[config.mk]
export PLATFORM = sky130hd
export DESIGN_NAME = unidade_controle_exibicao
export DESIGN_NICKNAME = d
export VERILOG_FILES = /design/src/rtl/unidade_controle_exibicao_pkg.sv /design/src/rtl/unidade_controle_exibicao_contador_tempo.sv /design/src/rtl/unidade_controle_exibicao.sv
export SDC_FILE = /design/constraint.sdc
export NUM_CORES = 1
export LEC_CHECK = 0
export CORE_MARGIN = 3
export CORE_UTILIZATION = 54
export DETAILED_ROUTE_END_ITERATION = 8
export PLACE_DENSITY_LB_ADDON = 0.12
export SETUP_SLACK_MARGIN = 0.1
export SLEW_MARGIN = 20
export SYNTH_ARGS = -nofsm -noshare
export SYNTH_HDL_FRONTEND = slang
export SYNTH_SLANG_ARGS = --single-unit
[constraint.sdc]
create_clock -name clock -period 3.3 [get_ports clock]
set_input_delay 0.33 -clock clock [delete_from_list [all_inputs] [get_ports clock]]
set_output_delay 0.33 -clock clock [all_outputs]
set_load 0.005 [all_outputs]
[src/rtl/unidade_controle_exibicao_pkg.sv]
// Shared definitions for the sequence playback controller: state codes
// (also shown on the debug display) and default LED timings.
package unidade_controle_exibicao_pkg;

  typedef enum logic [3:0] {
    INICIAL = 4'h0,
    CARREGA = 4'h1,
    ACESO   = 4'h2,
    APAGADO = 4'h3,
    PROXIMO = 4'h4,
    FIM     = 4'hF
  } estado_t;

  localparam int unsigned T_ACESO_PADRAO   = 1000;
  localparam int unsigned T_APAGADO_PADRAO = 500;

  // Timer width: clog2 of the longer interval, never below one bit.
  function automatic int unsigned largura_timer(input int unsigned a, input int unsigned b);
    int unsigned maior;
    maior = (a > b) ? a : b;
    if (maior <= 1) return 1;
    return $clog2(maior);
  endfunction

endpackage

[src/rtl/unidade_controle_exibicao_contador_tempo.sv]
// Up-counter with synchronous clear and enable; fim flags the terminal value,
// which is supplied at run time so one counter serves both LED intervals.
module contador_tempo #(
  parameter int unsigned LARGURA = 1
) (
  input  logic               clock,
  input  logic               reset,
  input  logic               limpa,
  input  logic               conta,
  input  logic [LARGURA-1:0] limite,
  output logic [LARGURA-1:0] valor,
  output logic               fim
);

  always_ff @(posedge clock) begin
    if (!reset)     valor <= '0;
    else if (limpa) valor <= '0;
    else if (conta) valor <= valor + LARGURA'(1);
  end

  assign fim = (valor == limite);

endmodule

[src/rtl/unidade_controle_exibicao.sv]
// Plays back the stored game sequence on the LEDs: loads each item, holds it
// for T_ACESO cycles, blanks for T_APAGADO cycles, then advances or finishes.
module unidade_controle_exibicao
  import unidade_controle_exibicao_pkg::*;
#(
  parameter int unsigned T_ACESO   = T_ACESO_PADRAO,
  parameter int unsigned T_APAGADO = T_APAGADO_PADRAO
) (
  input  logic       clock,
  input  logic       reset,
  input  logic       iniciar,
  input  logic       cancela,
  input  logic [3:0] rodada,
  input  logic [3:0] memoria,
  output logic [3:0] endereco,
  output logic [3:0] leds,
  output logic       ocupado,
  output logic       pronto,
  output logic [3:0] db_estado
);

  localparam int unsigned W = largura_timer(T_ACESO, T_APAGADO);
  localparam logic [W-1:0] FIM_ACESO   = W'(T_ACESO - 1);
  localparam logic [W-1:0] FIM_APAGADO = W'(T_APAGADO - 1);

  estado_t    estado, proximo;
  logic [3:0] limite;
  logic [W-1:0] tempo, alvo;
  logic       fim_tempo, limpa, conta, aborta;

  assign aborta = cancela && (estado != INICIAL);
  assign conta  = (estado == ACESO) || (estado == APAGADO);
  // Clearing on the terminal count restarts the timer for the off-interval.
  assign limpa  = aborta || !conta || fim_tempo;
  assign alvo   = (estado == APAGADO) ? FIM_APAGADO : FIM_ACESO;

  contador_tempo #(.LARGURA(W)) u_tempo (
    .clock  (clock),
    .reset  (reset),
    .limpa  (limpa),
    .conta  (conta),
    .limite (alvo),
    .valor  (tempo),
    .fim    (fim_tempo)
  );

  always_comb begin
    proximo = estado;
    unique case (estado)
      INICIAL: if (iniciar) proximo = CARREGA;
      CARREGA: proximo = ACESO;
      ACESO:   if (fim_tempo) proximo = APAGADO;
      APAGADO: if (fim_tempo) proximo = (endereco == limite) ? FIM : PROXIMO;
      PROXIMO: proximo = CARREGA;
      FIM:     proximo = INICIAL;
      default: proximo = INICIAL;
    endcase
    if (aborta) proximo = INICIAL;
  end

  always_ff @(posedge clock) begin
    if (!reset) begin
      estado   <= INICIAL;
      endereco <= '0;
      leds     <= '0;
      limite   <= '0;
    end else begin
      estado <= proximo;
      if (aborta) begin
        leds     <= '0;
        endereco <= '0;
      end else begin
        unique case (estado)
          INICIAL: if (iniciar) limite <= rodada;
          CARREGA: leds <= memoria;
          ACESO:   if (fim_tempo) leds <= '0;
          PROXIMO: endereco <= endereco + 4'd1;
          FIM:     endereco <= '0;
          default: ;
        endcase
      end
    end
  end

  always_comb begin
    ocupado   = (estado != INICIAL);
    pronto    = (estado == FIM);
    db_estado = estado;
  end

endmodule

Word-level counts from Yosys, hierarchy flattened
Cells that the tools add are included.
{"block": "word_totals", "register_bits": 26, "input_bits": 12, "out_inout_bits": 14, "elab_cells": 42}
{"block": "classes", "add_sub_neg": 2, "eq_ne": 10, "n_mux": 9, "n_bitwise": 2, "n_reduce_logical": 14}
{"op": "two-way mux 4 bit", "n": 5}
{"op": "case mux 4 bit (5 select lines)", "n": 1}
{"op": "case mux 4 bit (2 select lines)", "n": 2}
{"op": "adder 10 x 1 -> 10 bit (second input constant)", "n": 1}
{"op": "== test 10 bit", "n": 1}
{"op": "two-way mux 10 bit", "n": 1}
{"op": "== test 4 x 2 -> 1 bit (second input constant)", "n": 2}
{"op": "!= test 2 bit (second input constant)", "n": 3}
{"op": "AND reduction 3 bit", "n": 2}
{"op": "adder 4 x 1 -> 4 bit (second input constant)", "n": 1}
{"op": "== test 4 x 1 -> 1 bit (second input constant)", "n": 1}
{"op": "== test 4 x 3 -> 1 bit (second input constant)", "n": 1}
{"op": "== test 4 bit", "n": 1}
{"op": "== test 4 bit (second input constant)", "n": 1}
{"op": "zero test 4 bit", "n": 1}
{"op": "nonzero test 2 bit", "n": 2}
{"op": "nonzero test 4 bit", "n": 1}
{"op": "OR reduction 2 bit", "n": 2}
{"op": "logical OR 1 bit", "n": 3}
{"op": "NOT 1 bit", "n": 2}
{"op": "AND reduction 2 bit", "n": 1}
{"op": "logical AND 1 bit", "n": 1}
{"op": "zero test 1 bit", "n": 1}

Logic depth before layout (Yosys ltp)
Gate-level depths: netlist of the first run.
{"block": "logic_depth", "word_depth": 6, "mapped_depth": 7, "ltp_nobuf": 5}

By module
From an unflattened synthesis of the first run, not the netlist that was laid out.
{"block": "hier_totals", "hier_cells": 156, "hier_area_um2": 1352.5}
{"module": "unidade_controle_exibicao", "instances": 1, "cells_per_inst": 92, "area_each_um2": 802.0, "seq_area_each_um2": 320.3}
{"module": "contador_tempo", "instances": 1, "cells_per_inst": 64, "area_each_um2": 550.5, "seq_area_each_um2": 200.2}

Worst setup path before layout of the first run
OpenSTA, ideal clock, no wires.
{"block": "synth_path", "path_kind": "reg-to-reg", "startpoint": "reg estado[0], in the netlist db_estado[0]", "endpoint": "reg estado[1], in the netlist db_estado[1]", "setup_ps": 119, "t_arrival_ps": 1414, "required_time_ps": 3181, "path_slack_ps": 1768, "path_stages_with_launch": 6, "n_path_buf": 1, "period_less_slack_ps": 1532, "path_cell_list": "dfxtp_1 buf_2 nor4bb_1 o211ai_1 o21a_1 o221a_2"}
{"block": "synth_via", "elab_chain_cells": 5, "elab_cells_between_ends": 15, "classes_between": "8 x eq/ne; 2 x mux; 5 x reduce/logical"}
{"element": "from (decl)", "line": "unidade_controle_exibicao.sv:26", "source": "estado_t estado, proximo;"}
{"element": "from (signal assigned)", "line": "unidade_controle_exibicao.sv:68", "source": "estado <= proximo;"}
{"element": "== test 4 x 2 -> 1 bit", "line": "unidade_controle_exibicao.sv:35, unidade_controle_exibicao.sv:49"}
{"element": "two-way mux 10 bit", "line": "unidade_controle_exibicao.sv:35", "source": "assign alvo = (estado == APAGADO) ? FIM_APAGADO : FIM_ACESO;"}
{"element": "== test 10 bit", "line": "unidade_controle_exibicao_contador_tempo.sv:21", "source": "assign fim = (valor == limite);"}
{"element": "!= test 2 bit (no source line)"}
{"element": "AND reduction 3 bit (no source line)"}
Several ways; a longest one is shown, not always the timed one.
A chain may end at the register's enable or synchronous reset.

Worst setup path after layout of the first run
{"block": "layout_path", "startpoint": "reg estado[3], in the netlist db_estado[3]", "endpoint": "out ocupado"}
{"block": "layout_via", "elab_chain_cells": 1}
{"element": "nonzero test 4 bit", "line": "unidade_controle_exibicao.sv:86", "source": "ocupado = (estado != INICIAL);"}
{"element": "to (decl)", "line": "unidade_controle_exibicao.sv:17", "source": "output logic ocupado,"}
No other way between the ends.

==> results of run 1 <==
## critical path: stages, from the launching register on
cell and delay, ps:
dfxtp_1 460, nor4_4 500, inv_2 130, clkdlybuf4s50_1 470
## metal layers
| layer | up-vias | GRT usage, % |
|---|---|---|
| met1 | 490 | 26.8 |
| met4 | 0 | 8.71 |
| li1 | 537 | - |
| met2 | 22 | 29.9 |
| met3 | 4 | 2.45 |
| met5 | - | 0 |
## state kept, by name, summed over array words and instances (netlist names)
| name | flops |
|---|---|
| u_tempo.valor | 10 |
| db_estado | 4 |
| endereco | 4 |
| leds | 4 |
| limite | 4 |
## cells by family after synthesis
logic type / share of synthesized area (%)
AND/OR/NAND/NOR: 29.2
flip-flops: 40.9
AO/OA/AOI/OAI: 13.4
XOR/XNOR: 9.64
buffers and inverters: 4.92
adder cells (fa/ha/maj): 1.97
## worst paths after layout
check / startpoint / slack [ps] / to
setup reg to reg: db_estado[3] / 1440 / db_estado[0]
hold / removal: u_tempo.valor[0] / 490 / u_tempo.valor[0]
setup / recovery: db_estado[3] / 1090 / ocupado
hold reg to reg: u_tempo.valor[0] / 490 / u_tempo.valor[0]
## cells in the final DEF, fill, tap and decap left out, drive strengths merged, types with 2 or more instances in the layout
cell type / instances
ha: 2
xnor2: 5
clkdlybuf4s50: 25
a21oi: 2
xor2: 9
nand4: 5
nand2: 13
nor4b: 2
a22oi: 4
nor4bb: 2
nor4: 3
and4: 3
nor2: 19
dfxtp: 26
a21boi: 5
nor3: 5
o22ai: 2
inv: 5
o211ai: 2
clkbuf: 3
nand3: 6
nor3b: 2
## layout make-up
| cell class | instances | area [um^2] | area share, % |
|---|---|---|---|
| inverter | 5 | 18.8 | 1.20 |
| sequential | 26 | 520 | 33.3 |
| multi-input combinational | 101 | 689 | 44.0 |
| timing repair buffer | 25 | 250 | 16.0 |
| clock buffer | 3 | 22.5 | 1.44 |
| clock inverter | 1 | 30.0 | 1.92 |
| tap | 27 | 33.8 | 2.16 |
## power by group
group | switching [mW] | leakage (nW) | total, mW | internal, mW
sequential | 0.0147 | 0.211 | 0.340 | 0.325
combinational | 0.0438 | 0.316 | 0.0949 | 0.0512
clock | 0.0956 | 0.0279 | 0.218 | 0.123
total | 0.154 | 0.554 | 0.653 | 0.499
## stage by stage
| step | util [%] | area [um^2] |
|---|---|---|
| 2_1_floorplan | - | 1270 |
| 3_3_place_gp | 72.0 | 1510 |
| 3_5_place_dp | 72.0 | 1510 |
| 4_1_cts | 74.5 | 1570 |
| 5_1_grt | 74.5 | 1570 |
| 6_report | 74.5 | 1570 |
==> impl_results.md, run 1 <==
* Status: completed
* Crit path max fanout at 9
* Post-Syn Area at 1270 um^2
* Relative slew margins at 60.1%
* Count of different cell masters after synthesis at 37
* Clock Pin Slew Worst Setup and Hold Paths at 140 ps
* Via count of the first global-routing pass at 967
* Global Route Usage Sum at 19.4%
* Fin crit share at 66.9%
* Peak supply drop at 0.276 mV
* Max cap viols at 0
* Std-Cell Rows at 16
* # IOs at 26
* Reg2Reg Depth at 5
* H-tree Lvls at 1
* # resized after CTS at 0
* Met3 WL at 74 um
* Top Layer Used: met4
* Fin Clk Skew at 4.02 ps
* Area of the core at 2100 um^2
* CTS tree: done
* Die width at 54.5 um
* Drt via density at 5.60
* Initial detailed-routing violation count at 21
* Nature of the critical path endpoint: primary output
* EDFF count, synth at 0
* WHS Path Cells at 1
* Commonest cells post-synth: dfxtp_1, nor2_1, nand2_1, xor2_1
* Root Buffer: clkbuf_4
* Clock latency at the later pin of the worst-skew pair at 320 ps
* Synth top area cells: dfxtp_1, xor2_1, nor2_1
* Synthesized net count at 151
* PwrDens at 417 nW/um^2
* Vias at 1053
* Synthesis-to-layout area growth at 23.0%
* Final wirelength at 2.60 mm
* Post-CTS Setup Bufs at 0
* Clock tree sinks at 26
* Asr flop ratio synth at 0%
* Hold_buf cts at 0
* Total power at 653 uW
* Die area at 2980 um^2
* Largest net degree at the start of global routing at 16
* Initial core utilization at 60.5%
* N_diodes at 0
* Total iterations of the first detailed-routing run at 4
* Initial antenna violation count at 0
* Post-Syn Instances at 137
* LEAKAGE at 0.554 nW
* Worst Tran Pin Value at 596 ps
* Gr ovfl total at 0
* Most common cell in the netlist: dfxtp_1
* Leading area contributor after synthesis: dfxtp_1
* Fin Hold WS at 488 ps
* Setup WS post-layout at 1090 ps
* Synth Flop Type: dfxtp_1
* Final non-filler cell total at 188
* Cells after DPL at 184
* Share of cells above drive strength 1 at 8.07%
* CP arrival at 1880 ps
* Final TNS setup at 0 ps
* Port Buffers at 25
* M1 WL at 1.34 mm
* WL met2 at 1.14 mm
* Final ANT Viol Nets at 0
* First-pass GRT wire length at 4.19 mm
* Fill count at 168
* Hold crit path type: reg2reg
* DR WL/cell at 13.8 um
* Avg Synthesized Cell Area at 9.29 um^2
* Gpl congestion at 0.735
* Nets at 176
* Drt drc at 0
* CTS max path bufs at 2
* Post-synthesis sequential area ratio at 40.9%
* Final setup vio count at 0
* Synthesized flop and latch total at 26
* Post-route minimum period at 2210 ps
* TritonCTS Buffers at 3
* Final Max Slew Viols at 0
* Maximum clock rate at 453 MHz
* Ys Warns at 0
* Hold Vio Cnt, Final at 0
* CP Launch Type: register
* Die H at 54.5 um
* RSZ-0062 raised after global routing: false
* Share of the synthesized area in the top cell type at 40.9%
* Dpl hpwl at 1.94 mm
* Pre-CTS WS at 1480 ps
* WP data required at 2970 ps
* Crit Path Category: reg2out
Power figures use the tool's default switching activity.
==> inputs of run 2 (changes only) <==
- CORE_UTILIZATION: 54 -> 50
- clock period: 3.3 -> 2.1 ns (I/O delays scaled with it)
==> impl_results.md, run 2 (synthesis gave the netlist of run 1 again) <==
* Fin Clk Skew at 5.47 ps (was 4.02 ps)
* Nets at 179 (was 176)
* Slowest CP cell: clkdlybuf4s50_1 (was nor4_4)
* Most frequent cells in the layout: clkdlybuf4s50_1, dfxtp_1, nor2_1, nand2_1, xor2_1 (was dfxtp_1, clkdlybuf4s50_1, nor2_1, nand2_1, xor2_1)
* Clock latency at the later pin of the worst-skew pair at 320 ps (about the same)
* LEAKAGE at 0.571 nW (was 0.554 nW)
* Die width at 56.4 um (was 54.5 um)
* TritonCTS Buffers at 3 (unchanged)
* Fin crit share at 88.9%
* Final setup vio count at 0 (unchanged)
* Post-route minimum period at 1870 ps
* Root Buffer: clkbuf_4 (unchanged)
* Via count of the first global-routing pass at 1033 (was 967)
* N_diodes at 0 (unchanged)
* Global Route Usage Sum at 18.1% (was 19.4%)
* Hold Vio Cnt, Final at 0 (unchanged)
* Initial detailed-routing violation count at 20 (was 21)
* CTS tree: done (unchanged)
* Crit path max fanout at 11 (was 9)
* CP arrival at 1660 ps (was 1880 ps)
* Total iterations of the first detailed-routing run at 4 (unchanged)
* First-pass GRT wire length at 4.67 mm (was 4.19 mm)
* Setup WS post-layout at 234 ps (was 1090 ps)
* Relative slew margins at 66.9% (was 60.1%)
* Maximum clock rate at 536 MHz
* Pre-CTS WS at 321 ps (was 1480 ps)
* CP peak stage delay at 520 ps (was 500 ps)
* Dpl hpwl at 2.01 mm (was 1.94 mm)
* PwrDens at 652 nW/um^2 (was 417 nW/um^2)
* Initial antenna violation count at 0 (unchanged)
* Multi-input logic area at 689 um^2 (unchanged)
* Area of the core at 2320 um^2 (was 2100 um^2)
* Peak supply drop at 0.519 mV (was 0.276 mV)
* Final Max Slew Viols at 0 (unchanged)
* Fin util at 68.8% (was 74.5%)
* RSZ-0062 raised after global routing: false (unchanged)
* CTS max path bufs at 2 (unchanged)
* Vias at 1082 (was 1053)
* # IOs at 26 (unchanged)
* Die area at 3190 um^2 (was 2980 um^2)
* Final TNS setup at 0 ps (unchanged)
* DR WL/cell at 13.8 um (about the same)
* Cells along the critical path: and4_1 > clkdlybuf4s50_1 (was nor4_4 > inv_2 > clkdlybuf4s50_1)
* Hold_buf cts at 0 (unchanged)
* Worst Tran Pin Value at 495 ps (was 596 ps)
* Initial core utilization at 54.9% (was 60.5%)
* Status: completed (unchanged)
* Clock tree sinks at 26 (unchanged)
* Drt drc at 0 (unchanged)
* Crit Path Category: reg2out (unchanged)
* Largest net degree at the start of global routing at 16 (unchanged)
* Synthesis-to-layout area growth at 25.3% (was 23.0%)
* Hold crit path type: in2reg (was reg2reg)
* Largest reg by FF count: u_tempo.valor (unchanged)
* Gpl congestion at 0.772 (was 0.735)
* WP buf/inv at 1 (was 2)
* Max reg flops at 10 (unchanged)
* Top Family by Delay on Critical Path: buffers and inverters (unchanged)
* CP Launch Type: register (unchanged)
* Die H at 56.4 um (was 54.5 um)
* H-tree Lvls at 1 (unchanged)
* Final ANT Viol Nets at 0 (unchanged)
* WP data required at 1890 ps (was 2970 ps)
* Most common cell after layout, fill and taps aside: clkdlybuf4s50_1 (was dfxtp_1)
* Drt via density at 5.64 (was 5.60)
* Gr ovfl total at 0 (unchanged)
* Register Area at 526 um^2 (was 520 um^2)
* Clock Pin Slew Worst Setup and Hold Paths at 140 ps (about the same)
* Port Buffers at 25 (unchanged)
* Std-Cell Rows at 17 (was 16)
* Nature of the critical path endpoint: primary output (unchanged)
* Final wirelength at 2.66 mm (was 2.60 mm)
* Fill count at 182 (was 168)
* Share of cells above drive strength 1 at 12.2% (was 8.07%)
* Max cap viols at 0 (unchanged)
[run 2: cell count changes in the layout (fill, tap and decap cells not counted)]
cell	before	now
dfxtp_2	0	4
buf_4	0	3
dfxtp_1	26	22
[run 2: layer usage]
metal | wire, um | part of all wire, % | up-vias | track usage, %
met5 | 0 | 0 | - | 0
met4 | 21 | 0.79 | 0 | 4.07
met3 | 127 | 4.8 | 4 | 6.67
met2 | 1200 | 45 | 24 | 27.4
met1 | 1310 | 49 | 508 | 24.5
li1 | - | - | 546 | -
[run 2: worst paths after layout]
path	start	cells past startpoint	to	slack, ps
setup / recovery	db_estado[1]	2	pronto	230
hold / removal	rodada[1]	3	limite[1]	450
setup reg to reg	db_estado[3]	5	db_estado[0]	510
hold reg to reg	u_tempo.valor[0]	1	u_tempo.valor[0]	490
[run 2: cell type report]
type                       instances  share of cell area [%]
multi-input combinational        101                    43.2
tap                               28                    2.20
clock inverter                     1                    1.88
timing repair buffer              28                    17.1
clock buffer                       3                    1.41
sequential                        26                    33.0
inverter                           5                    1.18
[run 2: worst register-to-register path: cells and delay by family, from the launching register on]
family / cells / cell delay [ps]
buffers and inverters: 1 / 100
flip-flops: 1 / 410
AND/OR/NAND/NOR: 2 / 550
AO/OA/AOI/OAI: 2 / 450
[run 2: repair_timing]
action / CTS / global route
pin swaps: 1 / 0
buffers inserted: 1 / 0
endpoints found under the setup margin: 2 / 2
gates resized for setup: 3 / 1
[run 2: metrics by stage]
| stage | hold slack, ps | cell area (um^2) | cells | power, mW |
|---|---|---|---|---|
| after floorplan | 364 | 1270 | 137 | 0.629 |
| after global placement | 459 | 1530 | 187 | 0.697 |
| after detailed placement | 462 | 1530 | 187 | 0.700 |
| after CTS | 445 | 1590 | 192 | 1.05 |
| after global routing | 441 | 1590 | 192 | 1.09 |
| final | 450 | 1590 | 192 | 1.04 |
[run 2: report_power, final]
part | total (mW) | internal (mW) | switching, mW
Clock | 0.343 | 0.193 | 0.150
Sequential | 0.535 | 0.512 | 0.0233
Combinational | 0.162 | 0.0908 | 0.0709
Total | 1.04 | 0.796 | 0.244
==> inputs of run 3 (changes only) <==
==> constraint.sdc (replaced) <==
create_clock -name clock -period 2.1 [get_ports clock]
set_input_delay 0.21 -clock clock [delete_from_list [all_inputs] [get_ports clock]]
set_output_delay 0.21 -clock clock [all_outputs]
set_load 0.05 [all_outputs]
==> impl_results.md, run 3 (synthesis gave the netlist of run 1 again) <==
* Status: completed (unchanged)
* Fin crit share at 88.7% (was 88.9%)
* CP peak stage delay at 860 ps (was 520 ps)
* Largest reg by FF count: u_tempo.valor (unchanged)
* Synthesis-to-layout area growth at 21.1% (was 25.3%)
* Hold crit path type: in2reg (unchanged)
* Peak supply drop at 0.543 mV (was 0.519 mV)
* N_diodes at 0 (unchanged)
* Share of cells above drive strength 1 at 9.88% (was 12.2%)
* Post-DP Area at 1520 um^2 (was 1530 um^2)
* Fin util at 66.5% (was 68.8%)
* Drt drc at 0 (unchanged)
* Gr ovfl total at 0 (unchanged)
* Final setup vio count at 0 (unchanged)
* Most frequent cells in the layout: dfxtp_1, nor2_1, clkdlybuf4s50_1, nand2_1, xor2_1 (was clkdlybuf4s50_1, dfxtp_1, nor2_1, nand2_1, xor2_1)
* Root Buffer: clkbuf_4 (unchanged)
* Initial detailed-routing violation count at 9 (was 20)
* Via count of the first global-routing pass at 1045 (was 1033)
* Final ANT Viol Nets at 0 (unchanged)
* Initial antenna violation count at 0 (unchanged)
* Die width at 56.4 um (unchanged)
* Gpl congestion at 0.822 (was 0.772)
* Post-route minimum period at 1860 ps (was 1870 ps)
* # IOs at 26 (unchanged)
* Total power at 940 uW (was 1.04 mW)
* Dpl hpwl at 2.06 mm (was 2.01 mm)
* Area of the core at 2320 um^2 (unchanged)
* Clock tree sinks at 26 (unchanged)
* Most common cell after layout, fill and taps aside: dfxtp_1 (was clkdlybuf4s50_1)
* Largest net degree at the start of global routing at 14 (was 16)
* CTS max path bufs at 2 (unchanged)
* CTS tree: done (unchanged)
* First-pass GRT wire length at 4.70 mm (was 4.67 mm)
* Crit. path cell count at 1 (was 2)
* Cells along the critical path: clkdlybuf4s50_1 (was and4_1 > clkdlybuf4s50_1)
* Max reg flops at 10 (unchanged)
* Nature of the critical path endpoint: primary output (unchanged)
* Power Internal at 659 uW (was 796 uW)
* Design Area, Final at 1540 um^2 (was 1590 um^2)
* Final Max Slew Viols at 0 (unchanged)
* WP data required at 1890 ps (about the same)
* Global Route Usage Sum at 18.6% (was 18.1%)
* Top Family by Delay on Critical Path: buffers and inverters (unchanged)
* Die area at 3190 um^2 (unchanged)
* LEAKAGE at 0.572 nW (was 0.571 nW)
* Max cap viols at 0 (unchanged)
* DR WL/cell at 14.5 um (was 13.8 um)
* H-tree Lvls at 1 (unchanged)
* Crit Path Category: reg2out (unchanged)
* Comb pwr share at 21.2% (was 15.5%)
* Vias at 1082 (unchanged)
* Std-Cell Rows at 17 (unchanged)
* Clock share of power at 22.0% (was 33.0%)
* Crit path max fanout at 6 (was 11)
* TritonCTS Buffers at 3 (unchanged)
* R2R setup slack at 320 ps (was 510 ps)
* Worst Setup EP: endereco[1] (was pronto)
* Worst reg2reg startpoint: db_estado[3] (unchanged)
* RSZ-0062 raised after global routing: false (unchanged)
* Reg2Reg Depth at 5 (unchanged)
* Port Buffers at 25 (unchanged)
* Hold Vio Cnt, Final at 0 (unchanged)
* Switching Power at 281 uW (was 244 uW)
* Fin Clk Skew at 2.71 ps (was 5.47 ps)
* Clock Pin Slew Worst Setup and Hold Paths at 130 ps (was 140 ps)
* Sequential power share at 56.8% (was 51.5%)
* Clock latency at the later pin of the worst-skew pair at 320 ps (about the same)
* Switching Fraction at 29.9% (was 23.5%)
* Fin Hold WS at 451 ps (was 450 ps)
* Critical path launch point: endereco[1] (was db_estado[1])
* Final TNS setup at 0 ps (unchanged)
* Slowest CP cell: clkdlybuf4s50_1 (unchanged)
* Initial core utilization at 54.9% (unchanged)
* Maximum clock rate at 537 MHz (was 536 MHz)
* PwrDens at 610 nW/um^2 (was 652 nW/um^2)
* WP buf/inv at 1 (unchanged)
* CP Launch Type: register (unchanged)
* CP arrival at 1650 ps (was 1660 ps)
* Post-CTS Setup Bufs at 0 (was 1)
* Drt via density at 5.69 (was 5.64)
* Die H at 56.4 um (unchanged)
* Relative slew margins at 65.1% (was 66.9%)
* Total iterations of the first detailed-routing run at 4 (unchanged)
* RR Endpoint: db_estado[0] (unchanged)
* Worst Tran Pin Value at 522 ps (was 495 ps)
* Final wirelength at 2.76 mm (was 2.66 mm)
* Nets at 178 (was 179)
## run 3: metal layers
metal | track usage [%] | wire [um] | vias up
li1 | - | - | 544
met1 | 25.0 | 1320 | 498
met2 | 28.9 | 1230 | 36
met3 | 3.68 | 173 | 4
met4 | 7.80 | 31 | 0
met5 | 0 | 0 | -
## run 3: power groups by stage
stage	Combinational, mW	Sequential, mW	Clock [mW]
finish	0.199	0.535	0.206
global route	0.212	0.539	0.232
CTS	0.200	0.535	0.214
detailed placement	0.202	0.546	0
global placement	0.199	0.543	0
floorplan	0.108	0.568	0
## run 3: per-stage QoR
stage | setup WS [ps] | cells
floorplan | 199 | 137
finish | 237 | 190
global route | 196 | 190
CTS | 244 | 190
detailed placement | 370 | 187
global placement | 438 | 187
## run 3: tightest hold or removal path: stages
cell	delay, ps
clkdlybuf4s50_1	400
nand3_1	60
a21boi_0	70
## run 3: what timing repair did
| action | CTS | global route |
|---|---|---|
| endpoints found under the setup margin | 4 | 0 |
| gates resized for setup | 4 | 0 |
| hold buffers | 0 | 0 |
## run 3: how the worst min path moves through the flow
stage	cells past startpoint	start	to
CTS	3	rodada[2]	limite[2]
floorplan	1	reset	limite[0]
finish	3	rodada[2]	limite[2]
detailed placement	1	u_tempo.valor[0]	u_tempo.valor[0]
global placement	1	u_tempo.valor[0]	u_tempo.valor[0]
global route	3	rodada[2]	limite[2]
## run 3: final cells by class
| type | count | area, um^2 |
|---|---|---|
| fill | 196 | 777 |
| tap | 28 | 35.0 |
| sequential | 26 | 520 |
| timing repair buffer | 27 | 255 |
| inverter | 5 | 18.8 |
| clock buffer | 3 | 22.5 |
| multi-input combinational | 101 | 689 |
